==> src/rtl/mr1_mem_arbiter_pkg.sv <==
// Shared types for the MR1 two-to-one memory arbiter: requester ids,
// arbiter states and access-size encodings.
package mr1_arb_pkg;

    typedef enum logic {
        REQ_INSTR = 1'b0,
        REQ_DATA  = 1'b1
    } req_id_t;

    typedef enum logic {
        IDLE   = 1'b0,
        LOCKED = 1'b1
    } arb_state_t;

    localparam logic [1:0] SIZE_B = 2'b00;
    localparam logic [1:0] SIZE_H = 2'b01;
    localparam logic [1:0] SIZE_W = 2'b10;

    function automatic req_id_t other_id(input req_id_t id);
        return (id == REQ_INSTR) ? REQ_DATA : REQ_INSTR;
    endfunction

endpackage

==> src/rtl/mr1_mem_arbiter_if.sv <==
// Bundle of the fetch, data and shared-memory buses around the arbiter.
// Handshakes: a beat transfers on the cycle where valid && ready; responses have no backpressure.
interface mr1_mem_arbiter_if;
    import mr1_arb_pkg::*;

    logic        instr_req_valid;
    logic        instr_req_ready;
    logic [31:0] instr_req_addr;
    logic        instr_rsp_valid;
    logic [31:0] instr_rsp_data;

    logic        data_req_valid;
    logic        data_req_ready;
    logic [31:0] data_req_addr;
    logic        data_req_wr;
    logic [1:0]  data_req_size;
    logic [31:0] data_req_data;
    logic        data_rsp_valid;
    logic [31:0] data_rsp_data;

    logic        mem_req_valid;
    logic        mem_req_ready;
    logic [31:0] mem_req_addr;
    logic        mem_req_wr;
    logic [1:0]  mem_req_size;
    logic [31:0] mem_req_data;
    req_id_t     mem_req_id;
    logic        mem_rsp_valid;
    logic [31:0] mem_rsp_data;

    logic        err_unexpected_rsp;
    arb_state_t  dbg_state;
    logic [4:0]  dbg_outstanding;

    modport slave (
        input  instr_req_valid, instr_req_addr,
        output instr_req_ready, instr_rsp_valid, instr_rsp_data,
        input  data_req_valid, data_req_addr, data_req_wr, data_req_size, data_req_data,
        output data_req_ready, data_rsp_valid, data_rsp_data,
        output mem_req_valid, mem_req_addr, mem_req_wr, mem_req_size, mem_req_data, mem_req_id,
        input  mem_req_ready, mem_rsp_valid, mem_rsp_data,
        output err_unexpected_rsp, dbg_state, dbg_outstanding
    );

    modport master (
        output instr_req_valid, instr_req_addr,
        input  instr_req_ready, instr_rsp_valid, instr_rsp_data,
        output data_req_valid, data_req_addr, data_req_wr, data_req_size, data_req_data,
        input  data_req_ready, data_rsp_valid, data_rsp_data,
        input  mem_req_valid, mem_req_addr, mem_req_wr, mem_req_size, mem_req_data, mem_req_id,
        output mem_req_ready, mem_rsp_valid, mem_rsp_data,
        input  err_unexpected_rsp, dbg_state, dbg_outstanding
    );

endinterface

==> src/rtl/mr1_id_fifo.sv <==
// In-order FIFO of requester ids for reads that are accepted but not yet answered.
module mr1_id_fifo
    import mr1_arb_pkg::*;
#(
    parameter int DEPTH = 4,
    localparam int CW = $clog2(DEPTH + 1),
    localparam int PW = (DEPTH > 1) ? $clog2(DEPTH) : 1
) (
    input  logic          clk,
    input  logic          reset,
    input  logic          i_push,
    input  req_id_t       i_push_id,
    input  logic          i_pop,
    output req_id_t       o_head_id,
    output logic          o_full,
    output logic          o_empty,
    output logic [CW-1:0] o_count
);

    req_id_t       r_mem [DEPTH];
    logic [PW-1:0] r_wr_ptr;
    logic [PW-1:0] r_rd_ptr;
    logic [CW-1:0] r_count;
    logic          w_push;
    logic          w_pop;

    assign o_full    = (r_count == CW'(DEPTH));
    assign o_empty   = (r_count == '0);
    assign o_count   = r_count;
    assign o_head_id = r_mem[r_rd_ptr];
    assign w_push    = i_push && !o_full;
    assign w_pop     = i_pop && !o_empty;

    always_ff @(posedge clk or posedge reset) begin
        if (reset) begin
            for (int i = 0; i < DEPTH; i++) r_mem[i] <= REQ_INSTR;
            r_wr_ptr <= '0;
            r_rd_ptr <= '0;
            r_count  <= '0;
        end else begin
            if (w_push) begin
                r_mem[r_wr_ptr] <= i_push_id;
                r_wr_ptr        <= (r_wr_ptr == PW'(DEPTH - 1)) ? '0 : r_wr_ptr + 1'b1;
            end
            if (w_pop) begin
                r_rd_ptr <= (r_rd_ptr == PW'(DEPTH - 1)) ? '0 : r_rd_ptr + 1'b1;
            end
            // Simultaneous push and pop leaves the occupancy unchanged.
            case ({w_push, w_pop})
                2'b10:   r_count <= r_count + 1'b1;
                2'b01:   r_count <= r_count - 1'b1;
                default: r_count <= r_count;
            endcase
        end
    end

endmodule

==> src/rtl/mr1_mem_arbiter.sv <==
// Shares one pipelined memory port between the MR1 fetch and data buses with
// round-robin arbitration, grant locking and in-order response routing.
module mr1_mem_arbiter
    import mr1_arb_pkg::*;
#(
    parameter int MAX_OUTSTANDING = 4
) (
    input  logic             clk,
    input  logic             reset,
    mr1_mem_arbiter_if.slave bus
);

    localparam int CW = $clog2(MAX_OUTSTANDING + 1);

    arb_state_t    r_state;
    req_id_t       r_last_grant;
    req_id_t       r_lock_id;
    logic          r_err;

    req_id_t       w_grant;
    req_id_t       w_head_id;
    logic          w_full;
    logic          w_empty;
    logic [CW-1:0] w_count;
    logic          w_req_valid;
    logic          w_accept;
    logic          w_push;
    logic          w_pop;
    logic          w_is_data;

    // A locked grant wins over new arbitration so the presented payload stays stable.
    always_comb begin
        w_grant = REQ_INSTR;
        if (r_state == LOCKED) begin
            w_grant = r_lock_id;
        end else if (bus.instr_req_valid && bus.data_req_valid) begin
            w_grant = other_id(r_last_grant);
        end else if (bus.data_req_valid) begin
            w_grant = REQ_DATA;
        end
    end

    assign w_is_data   = (w_grant == REQ_DATA);
    assign w_req_valid = !w_full && (w_is_data ? bus.data_req_valid : bus.instr_req_valid);
    assign w_accept    = w_req_valid && bus.mem_req_ready;
    assign w_push      = w_accept && !(w_is_data && bus.data_req_wr);
    assign w_pop       = bus.mem_rsp_valid && !w_empty;

    assign bus.mem_req_valid   = w_req_valid;
    assign bus.mem_req_id      = w_grant;
    assign bus.mem_req_addr    = w_is_data ? bus.data_req_addr : bus.instr_req_addr;
    assign bus.mem_req_wr      = w_is_data ? bus.data_req_wr : 1'b0;
    assign bus.mem_req_size    = w_is_data ? bus.data_req_size : SIZE_W;
    assign bus.mem_req_data    = w_is_data ? bus.data_req_data : 32'h0;
    assign bus.instr_req_ready = w_req_valid && !w_is_data && bus.mem_req_ready;
    assign bus.data_req_ready  = w_req_valid && w_is_data && bus.mem_req_ready;

    assign bus.instr_rsp_valid    = w_pop && (w_head_id == REQ_INSTR);
    assign bus.data_rsp_valid     = w_pop && (w_head_id == REQ_DATA);
    assign bus.instr_rsp_data     = bus.mem_rsp_data;
    assign bus.data_rsp_data      = bus.mem_rsp_data;
    assign bus.err_unexpected_rsp = r_err;
    assign bus.dbg_state          = r_state;
    assign bus.dbg_outstanding    = 5'(w_count);

    mr1_id_fifo #(
        .DEPTH (MAX_OUTSTANDING)
    ) u_id_fifo (
        .clk       (clk),
        .reset     (reset),
        .i_push    (w_push),
        .i_push_id (w_grant),
        .i_pop     (w_pop),
        .o_head_id (w_head_id),
        .o_full    (w_full),
        .o_empty   (w_empty),
        .o_count   (w_count)
    );

    always_ff @(posedge clk or posedge reset) begin
        if (reset) begin
            r_state      <= IDLE;
            r_last_grant <= REQ_DATA;
            r_lock_id    <= REQ_INSTR;
            r_err        <= 1'b0;
        end else begin
            if (bus.mem_rsp_valid && w_empty) r_err <= 1'b1;
            case (r_state)
                IDLE: begin
                    if (w_accept) begin
                        r_last_grant <= w_grant;
                    end else if (w_req_valid) begin
                        r_state   <= LOCKED;
                        r_lock_id <= w_grant;
                    end
                end
                LOCKED: begin
                    if (w_accept) begin
                        r_last_grant <= w_grant;
                        r_state      <= IDLE;
                    end
                end
                default: r_state <= IDLE;
            endcase
        end
    end

endmodule

==> src/flat_wrapper.sv <==
// flat-port wrapper written by rule: the top's interface ports become plain ports
module mr1_mem_arbiter_flat import mr1_arb_pkg::*;
#(
    parameter int MAX_OUTSTANDING = 4
)
  (clk, reset, bus_instr_req_valid, bus_instr_req_addr, bus_instr_req_ready, bus_instr_rsp_valid, bus_instr_rsp_data, bus_data_req_valid, bus_data_req_addr, bus_data_req_wr, bus_data_req_size, bus_data_req_data, bus_data_req_ready, bus_data_rsp_valid, bus_data_rsp_data, bus_mem_req_valid, bus_mem_req_addr, bus_mem_req_wr, bus_mem_req_size, bus_mem_req_data, bus_mem_req_id, bus_mem_req_ready, bus_mem_rsp_valid, bus_mem_rsp_data, bus_err_unexpected_rsp, bus_dbg_state, bus_dbg_outstanding);
  mr1_mem_arbiter_if bus_i ();
  input  logic clk;
  input  logic reset;
  input wire logic [$bits(bus_i.instr_req_valid)-1:0] bus_instr_req_valid;
  input wire logic [$bits(bus_i.instr_req_addr)-1:0] bus_instr_req_addr;
  output wire logic [$bits(bus_i.instr_req_ready)-1:0] bus_instr_req_ready;
  output wire logic [$bits(bus_i.instr_rsp_valid)-1:0] bus_instr_rsp_valid;
  output wire logic [$bits(bus_i.instr_rsp_data)-1:0] bus_instr_rsp_data;
  input wire logic [$bits(bus_i.data_req_valid)-1:0] bus_data_req_valid;
  input wire logic [$bits(bus_i.data_req_addr)-1:0] bus_data_req_addr;
  input wire logic [$bits(bus_i.data_req_wr)-1:0] bus_data_req_wr;
  input wire logic [$bits(bus_i.data_req_size)-1:0] bus_data_req_size;
  input wire logic [$bits(bus_i.data_req_data)-1:0] bus_data_req_data;
  output wire logic [$bits(bus_i.data_req_ready)-1:0] bus_data_req_ready;
  output wire logic [$bits(bus_i.data_rsp_valid)-1:0] bus_data_rsp_valid;
  output wire logic [$bits(bus_i.data_rsp_data)-1:0] bus_data_rsp_data;
  output wire logic [$bits(bus_i.mem_req_valid)-1:0] bus_mem_req_valid;
  output wire logic [$bits(bus_i.mem_req_addr)-1:0] bus_mem_req_addr;
  output wire logic [$bits(bus_i.mem_req_wr)-1:0] bus_mem_req_wr;
  output wire logic [$bits(bus_i.mem_req_size)-1:0] bus_mem_req_size;
  output wire logic [$bits(bus_i.mem_req_data)-1:0] bus_mem_req_data;
  output wire logic [$bits(bus_i.mem_req_id)-1:0] bus_mem_req_id;
  input wire logic [$bits(bus_i.mem_req_ready)-1:0] bus_mem_req_ready;
  input wire logic [$bits(bus_i.mem_rsp_valid)-1:0] bus_mem_rsp_valid;
  input wire logic [$bits(bus_i.mem_rsp_data)-1:0] bus_mem_rsp_data;
  output wire logic [$bits(bus_i.err_unexpected_rsp)-1:0] bus_err_unexpected_rsp;
  output wire logic [$bits(bus_i.dbg_state)-1:0] bus_dbg_state;
  output wire logic [$bits(bus_i.dbg_outstanding)-1:0] bus_dbg_outstanding;
  assign bus_i.instr_req_valid = bus_instr_req_valid;
  assign bus_i.instr_req_addr = bus_instr_req_addr;
  assign bus_instr_req_ready = bus_i.instr_req_ready;
  assign bus_instr_rsp_valid = bus_i.instr_rsp_valid;
  assign bus_instr_rsp_data = bus_i.instr_rsp_data;
  assign bus_i.data_req_valid = bus_data_req_valid;
  assign bus_i.data_req_addr = bus_data_req_addr;
  assign bus_i.data_req_wr = bus_data_req_wr;
  assign bus_i.data_req_size = bus_data_req_size;
  assign bus_i.data_req_data = bus_data_req_data;
  assign bus_data_req_ready = bus_i.data_req_ready;
  assign bus_data_rsp_valid = bus_i.data_rsp_valid;
  assign bus_data_rsp_data = bus_i.data_rsp_data;
  assign bus_mem_req_valid = bus_i.mem_req_valid;
  assign bus_mem_req_addr = bus_i.mem_req_addr;
  assign bus_mem_req_wr = bus_i.mem_req_wr;
  assign bus_mem_req_size = bus_i.mem_req_size;
  assign bus_mem_req_data = bus_i.mem_req_data;
  assign bus_mem_req_id = bus_i.mem_req_id;
  assign bus_i.mem_req_ready = bus_mem_req_ready;
  assign bus_i.mem_rsp_valid = bus_mem_rsp_valid;
  assign bus_i.mem_rsp_data = bus_mem_rsp_data;
  assign bus_err_unexpected_rsp = bus_i.err_unexpected_rsp;
  assign bus_dbg_state = bus_i.dbg_state;
  assign bus_dbg_outstanding = bus_i.dbg_outstanding;
  mr1_mem_arbiter #(.MAX_OUTSTANDING(MAX_OUTSTANDING)) u_core (.clk(clk), .reset(reset), .bus(bus_i));
endmodule
==> config.mk <==
export PLATFORM = sky130hd
export DESIGN_NAME = mr1_mem_arbiter_flat
export DESIGN_NICKNAME = d
export VERILOG_FILES = /design/src/rtl/mr1_mem_arbiter_pkg.sv /design/src/rtl/mr1_mem_arbiter_if.sv /design/src/rtl/mr1_id_fifo.sv /design/src/rtl/mr1_mem_arbiter.sv /design/src/flat_wrapper.sv
export SDC_FILE = /design/constraint.sdc
export NUM_CORES = 1
export LEC_CHECK = 0
export ABC_AREA = 0
export CAP_MARGIN = 0
export CELL_PAD_IN_SITES_DETAIL_PLACEMENT = 1
export CELL_PAD_IN_SITES_GLOBAL_PLACEMENT = 2
export CORE_ASPECT_RATIO = 0.75
export CORE_MARGIN = 1.5
export CORE_UTILIZATION = 11
export CTS_CLUSTER_SIZE = 12
export DETAILED_ROUTE_END_ITERATION = 8
export GPL_TIMING_DRIVEN = 0
export PLACE_DENSITY_LB_ADDON = 0.12
export SETUP_SLACK_MARGIN = 0.02
export SLEW_MARGIN = 15
export SYNTH_ARGS = -nofsm -noshare
export SYNTH_HDL_FRONTEND = slang
export SYNTH_SLANG_ARGS = --single-unit
==> constraint.sdc <==
create_clock -name clk -period 2.4 [get_ports clk]
set_input_delay 0.24 -clock clk [delete_from_list [all_inputs] [get_ports clk]]
set_output_delay 0.24 -clock clk [all_outputs]
set_load 0.005 [all_outputs]
==> results of run 1 <==
## cell type report
cell class,instances,area [µm²],share of cell area
clock inverters,1,5.00,0.000973
well taps,247,309,0.0601
clock buffers,3,75.1,0.0146
plain buffers,74,592,0.115
flip-flops and latches,15,378,0.0735
inverters,11,43.8,0.00852
repair buffers,269,2620,0.509
multi-input cells,117,1120,0.218
## how the worst max path moves through the flow
stage,startpoint,endpoint,slack (ns),cells past startpoint
4_1_cts,u_core.r_last_grant$_DFFE_PP1P_,bus_mem_req_addr[16],-0.03,7
5_1_grt,u_core.r_lock_id$_DFFE_PP0P_,u_core.u_id_fifo.o_count[2]$_DFFE_PP0P_,-0.02,10
3_3_place_gp,bus_data_req_valid,bus_mem_req_addr[29],-0.17,7
2_1_floorplan,u_core.u_id_fifo.o_count[0]$_DFFE_PP0P_,u_core.u_id_fifo.o_count[2]$_DFFE_PP0P_,0.39,10
3_5_place_dp,bus_data_req_valid,u_core.u_id_fifo.o_count[2]$_DFFE_PP0P_,-0.21,12
6_report,u_core.r_last_grant$_DFFE_PP1P_,bus_mem_req_addr[28],0.11,7
## power groups by stage
stage	clock [W]	combinational [W]	sequential, W
floorplan	0	0.00136	0.000495
global placement	0	0.00282	0.000519
detailed placement	0	0.00284	0.000525
CTS	0.000341	0.00306	0.000517
global route	0.000356	0.00334	0.000536
finish	0.000326	0.00306	0.000512
## routing by layer
metal,share of wire,vias to the layer above
met5,0,-
met4,0.0024,0
met3,0.067,2
met2,0.57,121
met1,0.36,1126
li1,-,1187
## what timing repair did
action,CTS,global route
cloned,2,0
pin swaps,0,1
setup buffers,14,7
gates resized for setup,52,43
setup endpoints to repair,63,27
## cell usage after synthesis (all sizes together)
library cell / count / area [µm²]
buf: 71 / 567
mux2: 36 / 503
and2: 35 / 220
dfrtp: 14 / 350
inv: 11 / 41.3
a31oi: 7 / 43.8
nor2: 7 / 26.3
ha: 6 / 75.1
mux2i: 4 / 43.8
clkbuf: 3 / 11.3
a211oi: 2 / 20.0
a21boi: 2 / 22.5
a21o: 2 / 15.0
nand2b: 2 / 12.5
nor3: 2 / 10.0
xor2: 2 / 17.5
a21oi: 1 / 5.00
conb: 1 / 3.75
dfstp: 1 / 26.3
fa: 1 / 20.0
mux4: 1 / 22.5
nor2b: 1 / 6.26
nor3b: 1 / 12.5
nor4: 1 / 6.26
o21ai: 1 / 5.00
xnor2: 1 / 8.76
## placed cells by master (no fill, tap or decap), drive strengths merged, types with 2 or more instances in the layout
cell	n
a211oi	2
a21boi	2
a21o	2
a31oi	7
and2	35
buf	93
clkbuf	17
clkdlybuf4s15	7
clkdlybuf4s50	195
conb	2
dfrtp	14
dlygate4sd2	22
dlymetal6s2s	11
ha	6
inv	11
mux2	36
mux2i	4
nand2b	2
nor2	7
nor3	2
xor2	2
## critical path, delay by kind of cell, from the launching register on
kind	cells	cell delay (ns)
muxes	2	0.54
AOI/OAI and AO/OA	1	0.07
buffers and inverters	4	0.64
DFF	1	0.54
## flip-flops by register name (all words and copies together) (netlist names), named ones only
name                           cells
u_core.bus.err_unexpected_rsp      1
u_core.r_last_grant                1
u_core.r_lock_id                   1
u_core.u_id_fifo.o_count           3
u_core.u_id_fifo.r_mem             4
u_core.u_id_fifo.r_rd_ptr          2
u_core.u_id_fifo.r_wr_ptr          2
## cells by family after synthesis
kind of cell               after synthesis  share of synthesized area
adders and majority gates                7                     0.0454
muxes                                   41                      0.272
AOI/OAI and AO/OA                       15                     0.0531
and+or+nand+nor                         49                      0.140
other                                    1                    0.00179
buffers and inverters                   85                      0.296
DFF                                     15                      0.180
xor gates and xnor gates                 3                     0.0125
## per-stage QoR
step / worst slack [ns] / setup TNS (ns) / cell area (µm²)
2_1_floorplan: 0.390 / 0 / 2100
3_3_place_gp: -0.174 / -6.55 / 4870
6_report: 0.106 / 0 / 5140
4_1_cts: -0.0342 / -0.0342 / 5080
5_1_grt: -0.0174 / -0.0276 / 5140
3_5_place_dp: -0.206 / -6.68 / 4870
==> metrics.md, run 1 <==
| Metric | Value |
|---|---|
| Status | `complete, no violations` |
| Core area | `approximately 19000 µm²` |
| Switch share | `0.337` |
| DRT Pass-1 Iters | `4` |
| Routed WL per cell | `~15 µm` |
| Layout area overhead | `145%` |
| Cells after Synth | `about 220` |
| Final hold slack | `around 0.37 ns` |
| Cell leakage power | `approximately 2.5 nW` |
| Clock root buffer | `clkbuf_16` |
| Die height | `around 120 µm` |
| Avg Vias per Cell | `approximately 3.3` |
| CTS Sinks | `15` |
| Share of cells above drive strength 1 | `0.308` |
| Worst reg2reg startpoint | `u_core.r_last_grant$_DFFE_PP1P_` |
| Power Internal | `around 0.0026 W` |
| Pins Over Slew Limit | `0` |
| Sequential share of power | `0.132` |
| Logic pwr share | `0.785` |
| Antenna violations before repair | `0` |
| Met2 Use GR | `0.210` |
| Vias in the first global route | `2577` |
| Cell Area, Synth | `between 2000 and 2500 µm²` |
| Placed Cells | `710` |
| Area of the die | `~20000 µm²` |
| Yosys Warn Count | `0` |
| GRT busiest layer | `met2` |
| Final setup fails | `0` |
| Kind of critical path | `register to output port` |
| Rel. slew slack | `0.580` |
| CTS tree | `done` |
| Ant. Diodes | `0` |
| Fin util | `0.277` |
| Syn avg cell area | `between 9 and 10 µm²` |
| Net count reported at finish | `635` |
| Final hold violations | `0` |
| DPL Wire Length | `around 10 mm` |
| Worst Clk Skew | `about 0.0019 ns` |
| Worst setup EP type | `output port` |
| Starting Density | `0.113` |
| WP data arrival | `2.05 ns` |
| Cts bufs inserted | `3` |
| Io pins | `~280` |
| GRT Overall Usage | `0.106` |
| CP max-delay cell | `dfstp_2` |
| H-tree levels | `1` |
| GP Congestion | `around 0.72` |
| RSZ-0062 raised after global routing | `true` |
| Most used cell, CP | `buf_4` |
| FF-to-FF End | `u_core.u_id_fifo.o_count[2]$_DFFE_PP0P_` |
| Chip Width | `162 µm` |
| FMAX | `436 MHz` |
| Routed Antenna Nets | `0` |
| Switching pwr | `between 0.001 and 0.0015 W` |
| Worst Hold Class | `input pin to async pin` |
| Power per cell area | `about 760 nW/µm²` |
| Port bufs | `between 200 and 250` |
| Seq/Total Area, Yosys | `0.180` |
| Total grt overflow | `0` |
| GR Util met3 | `0.0210` |
| Iteration-0 DRC Markers | `70` |
| Cell Rows | `43` |
| Tcrit/Tclk final | `0.956` |
| Crit-path cells | `a21boi_2 > mux2i_4 > buf_6 > buf_4 > buf_4 > mux2_1 > clkdlybuf4s15_1` |
| Reg clk slew, reported paths | `roughly 0.050 ns` |
| Max Cap Viol | `0` |
| Netlist cell types | `36` |
| M1 GR Usage | `0.120` |
| Layout filler cell count | `about 2100` |
| Longest Clk Path Bufs | `2` |
| Clk pwr share | `0.084` |
| Pin count of the biggest net entering global routing | `16` |
| CP peak stage delay | `between 0.5 and 0.6 ns` |
| CTS Hold Bufs | `0` |
| WL final | `about 11 mm` |
| Later-pin clock latency in the skew report | `roughly 0.24 ns` |
| Synth Register Bits | `15` |
| WP data required | `roughly 2.2 ns` |
| Worst R2R Setup Slack | `roughly 0.17 ns` |
| Fin cells | `roughly 740` |
| Critical Path Start Type | `register` |
| R2R cell count | `12` |
| Clock period minus worst slack | `about 2.3 ns` |
| Overall Power | `approximately 0.004 W` |
| Worst slew pin tran | `about 0.63 ns` |
| Global-route wire length before repair | `15.7 mm` |
| Residual DRC | `0` |
| Peak supply drop | `0.278 mV` |
| Worst-path fanout max | `5` |
| Vias | `between 2000 and 2500` |
No activity file was read; power rests on OpenSTA's default activity.
==> inputs of run 2 (changes only) <==
--- a/config.mk
+++ b/config.mk
@@ -5,7 +5,6 @@
 export SDC_FILE = /design/constraint.sdc
 export NUM_CORES = 1
 export LEC_CHECK = 0
-export ABC_AREA = 0
 export CAP_MARGIN = 0
 export CELL_PAD_IN_SITES_DETAIL_PLACEMENT = 1
 export CELL_PAD_IN_SITES_GLOBAL_PLACEMENT = 2
@@ -15,6 +14,7 @@
 export CTS_CLUSTER_SIZE = 12
 export DETAILED_ROUTE_END_ITERATION = 8
 export GPL_TIMING_DRIVEN = 0
+export HOLD_SLACK_MARGIN = 0.15
 export PLACE_DENSITY_LB_ADDON = 0.12
 export SETUP_SLACK_MARGIN = 0.02
 export SLEW_MARGIN = 15
==> results of run 2 <==
Same layout as run 1: the final DEF is identical, and so are final timing and power.
==> inputs of run 3 (changes only) <==
--- a/config.mk
+++ b/config.mk
@@ -11,11 +11,11 @@
 export CORE_ASPECT_RATIO = 0.75
 export CORE_MARGIN = 1.5
 export CORE_UTILIZATION = 11
-export CTS_CLUSTER_SIZE = 12
+export CTS_CLUSTER_SIZE = 30
 export DETAILED_ROUTE_END_ITERATION = 8
 export GPL_TIMING_DRIVEN = 0
 export HOLD_SLACK_MARGIN = 0.15
-export PLACE_DENSITY_LB_ADDON = 0.12
+export PLACE_DENSITY = 0.81
 export SETUP_SLACK_MARGIN = 0.02
 export SLEW_MARGIN = 15
 export SYNTH_ARGS = -nofsm -noshare
==> run 3 against run 2 <==
  * Combinational power about the same
  * Non-clock buffer count down 3
  * Hold slack barely moved
  * Cell area up 1.9%
  * Cell count is 0.41% lower
  * Critical path depth up 1
  * Clock-buffer cell count is the same
  * Setup slack worse by 0.014 ns
  * Core utilization grew 0.54 points
  * First-iteration DRC count down 49%
  * Die area stayed put
  * Largest cell class unchanged
  * Highest routed layer unchanged
==> metrics.md, run 3 (synthesis results as in run 1) <==
| Metric | Value |
|---|---|
| Status | `complete, no violations` |
| Global-route wire length before repair | `around 14 mm` |
| Cts bufs inserted | `3` |
| Highest metal used | `met4` |
| Clock period minus worst slack | `between 2 and 2.5 ns` |
| Overall Power | `around 0.0039 W` |
| Pins Over Slew Limit | `0` |
| WP data required | `about 2.2 ns` |
| Commonest non-fill, non-tap cell in the layout | `clkdlybuf4s50_1` |
| Met1 wire length | `~4.3 mm` |
| Routed WL per cell | `around 14 µm` |
| Die height | `approximately 120 µm` |
| Worst Clk Skew | `between 0.0007 and 0.0008 ns` |
| Worst R2R Setup Slack | `around 0.14 ns` |
| Most used cell, CP | `buf_12` |
| WP data arrival | `2.07 ns` |
| Max Cap Viol | `0` |
| Critical Path Start Type | `register` |
| Avg Vias per Cell | `approximately 3.4` |
| Chip Width | `about 160 µm` |
| H-tree levels | `1` |
| WL final | `10.4 mm` |
| Worst Hold Class | `input pin to async pin` |
| Final hold violations | `0` |
| Final instance area | `about 5200 µm²` |
| CP peak stage delay | `between 0.5 and 0.6 ns` |
| Starting Density | `0.113` |
| Cell Rows | `43` |
| DPL Wire Length | `slightly below 9 mm` |
| GP Congestion | `slightly below 0.8` |
| Met2 wire len | `5.29 mm` |
| FMAX | `~430 MHz` |
| Antenna violations before repair | `0` |
| CP max-delay cell | `dfstp_2` |
| Layout area overhead | `150%` |
| Worst reg2reg startpoint | `u_core.r_last_grant$_DFFE_PP1P_` |
| Crit-path cells | `a21boi_2 > mux2i_4 > buf_12 > buf_12 > buf_12 > buf_6 > mux2_4 > dlygate4sd2_1` |
| Peak supply drop | `between 0.5 and 0.6 mV` |
| Core area | `around 19000 µm²` |
| Cell Area, Placed | `about 4900 µm²` |
| GRT Overall Usage | `0.0921` |
| Layout filler cell count | `2135` |
| Crit. Startpoint | `u_core.r_last_grant$_DFFE_PP1P_` |
| Worst Setup EP | `bus_mem_req_addr[21]` |
| Later-pin clock latency in the skew report | `between 0.2 and 0.25 ns` |
| Worst-path fanout max | `6` |
| Port bufs | `~250` |
| Final setup fails | `0` |
| Reg clk slew, reported paths | `roughly 0.050 ns` |
| Met3 wire length | `roughly 780 µm` |
| Longest Clk Path Bufs | `2` |
| DRT Pass-1 Iters | `4` |
| Residual DRC | `0` |
| R2R cell count | `13` |
| Cell leakage power | `~2.7 nW` |
| Ant. Diodes | `0` |
| Routed Antenna Nets | `0` |
| Placed Cells | `roughly 700` |
| Iteration-0 DRC Markers | `36` |
| Max reg flops | `4` |
| Kind of critical path | `register to output port` |
| Share of cells above drive strength 1 | `0.294` |
| Power per cell area | `752 nW/µm²` |
| Area of the die | `19900 µm²` |
| Setup ws final | `about 0.09 ns` |
| Io pins | `~280` |
| Net count reported at finish | `between 600 and 700` |
| Tcrit/Tclk final | `0.962` |
| Vias | `approximately 2500` |
| Worst setup EP type | `output port` |
| Clock root buffer | `clkbuf_16` |
| Reg with most FFs | `u_core.u_id_fifo.r_mem` |
| Vias in the first global route | `between 2000 and 2500` |
| FF-to-FF End | `u_core.u_id_fifo.o_count[2]$_DFFE_PP0P_` |
| CTS Sinks | `15` |
| Fin cells | `~730` |
| Dpl ws | `-0.258 ns` |
| Worst slew pin tran | `~0.61 ns` |
| Pin count of the biggest net entering global routing | `16` |
| RSZ-0062 raised after global routing | `true` |
| Rel. slew slack | `0.593` |
| CTS tree | `done` |
| Most frequent cells in the layout | `clkdlybuf4s50_1, buf_4, and2_1` |
| Total grt overflow | `0` |
## run 3: layer usage
layer | global-route usage | vias up
li1 | - | 1180
met1 | 0.116 | 1169
met2 | 0.168 | 124
met3 | 0.0145 | 2
met4 | 0.0138 | 0
met5 | 0 | -
## run 3: through the flow
stage          TNS [ns]  hold slack (ns)  utilization
3_5_place_dp      -8.11            0.456        0.262
2_1_floorplan         0            0.141            -
3_3_place_gp      -5.32            0.443        0.262
5_1_grt               0            0.438        0.282
4_1_cts               0            0.404        0.274
6_report              0            0.373        0.282
## run 3: power by group
part           total, W  switching [W]  internal (W)  leakage (nW)
Sequential     0.000524       0.000132      0.000392         0.176
Combinational   0.00309        0.00112       0.00198          2.51
Clock          0.000327       0.000104      0.000223        0.0409
## run 3: how the worst min path moves through the flow
stage | start | end | slack (ns) | cells past startpoint
floorplan | reset | async pin | 0.14 | 1
global placement | u_core.bus.err_unexpected_rsp$_DFFE_PP0P_ | u_core.bus.err_unexpected_rsp$_DFFE_PP0P_ | 0.44 | 1
detailed placement | u_core.bus.err_unexpected_rsp$_DFFE_PP0P_ | u_core.bus.err_unexpected_rsp$_DFFE_PP0P_ | 0.46 | 1
CTS | reset | u_core.u_id_fifo.r_wr_ptr[0]$_DFFE_PP0P_ | 0.40 | 2
global route | reset | u_core.u_id_fifo.r_rd_ptr[1]$_DFFE_PP0P_ | 0.44 | 2
finish | reset | u_core.bus.err_unexpected_rsp$_DFFE_PP0P_ | 0.37 | 2
## run 3: repair_timing
action | CTS | global route
resized for setup | 55 | 54
cloned | 1 | 0
hold buffers | 0 | 0
endpoints found under the setup margin | 64 | 44
pin swaps | 0 | 2
buffers inserted | 12 | 7
## run 3: critical path, delay by kind of cell, from the launching register on
| kind | cells | cell delay, ns |
|---|---|---|
| muxes | 2 | 0.45 |
| buffers and inverters | 5 | 0.75 |
| DFF | 1 | 0.55 |
| AOI/OAI and AO/OA | 1 | 0.08 |
## run 3: final cells by class
class                      count  area (µm²)  area share
tap                          247         309      0.0589
timing repair buffer         266        2670       0.509
buffer                        74         628       0.120
sequential                    15         378      0.0721
clock inverter                 1        5.00    0.000955
clock buffer                   3        75.1      0.0143
inverter                      11        48.8     0.00931
multi-input combinational    117        1130       0.216
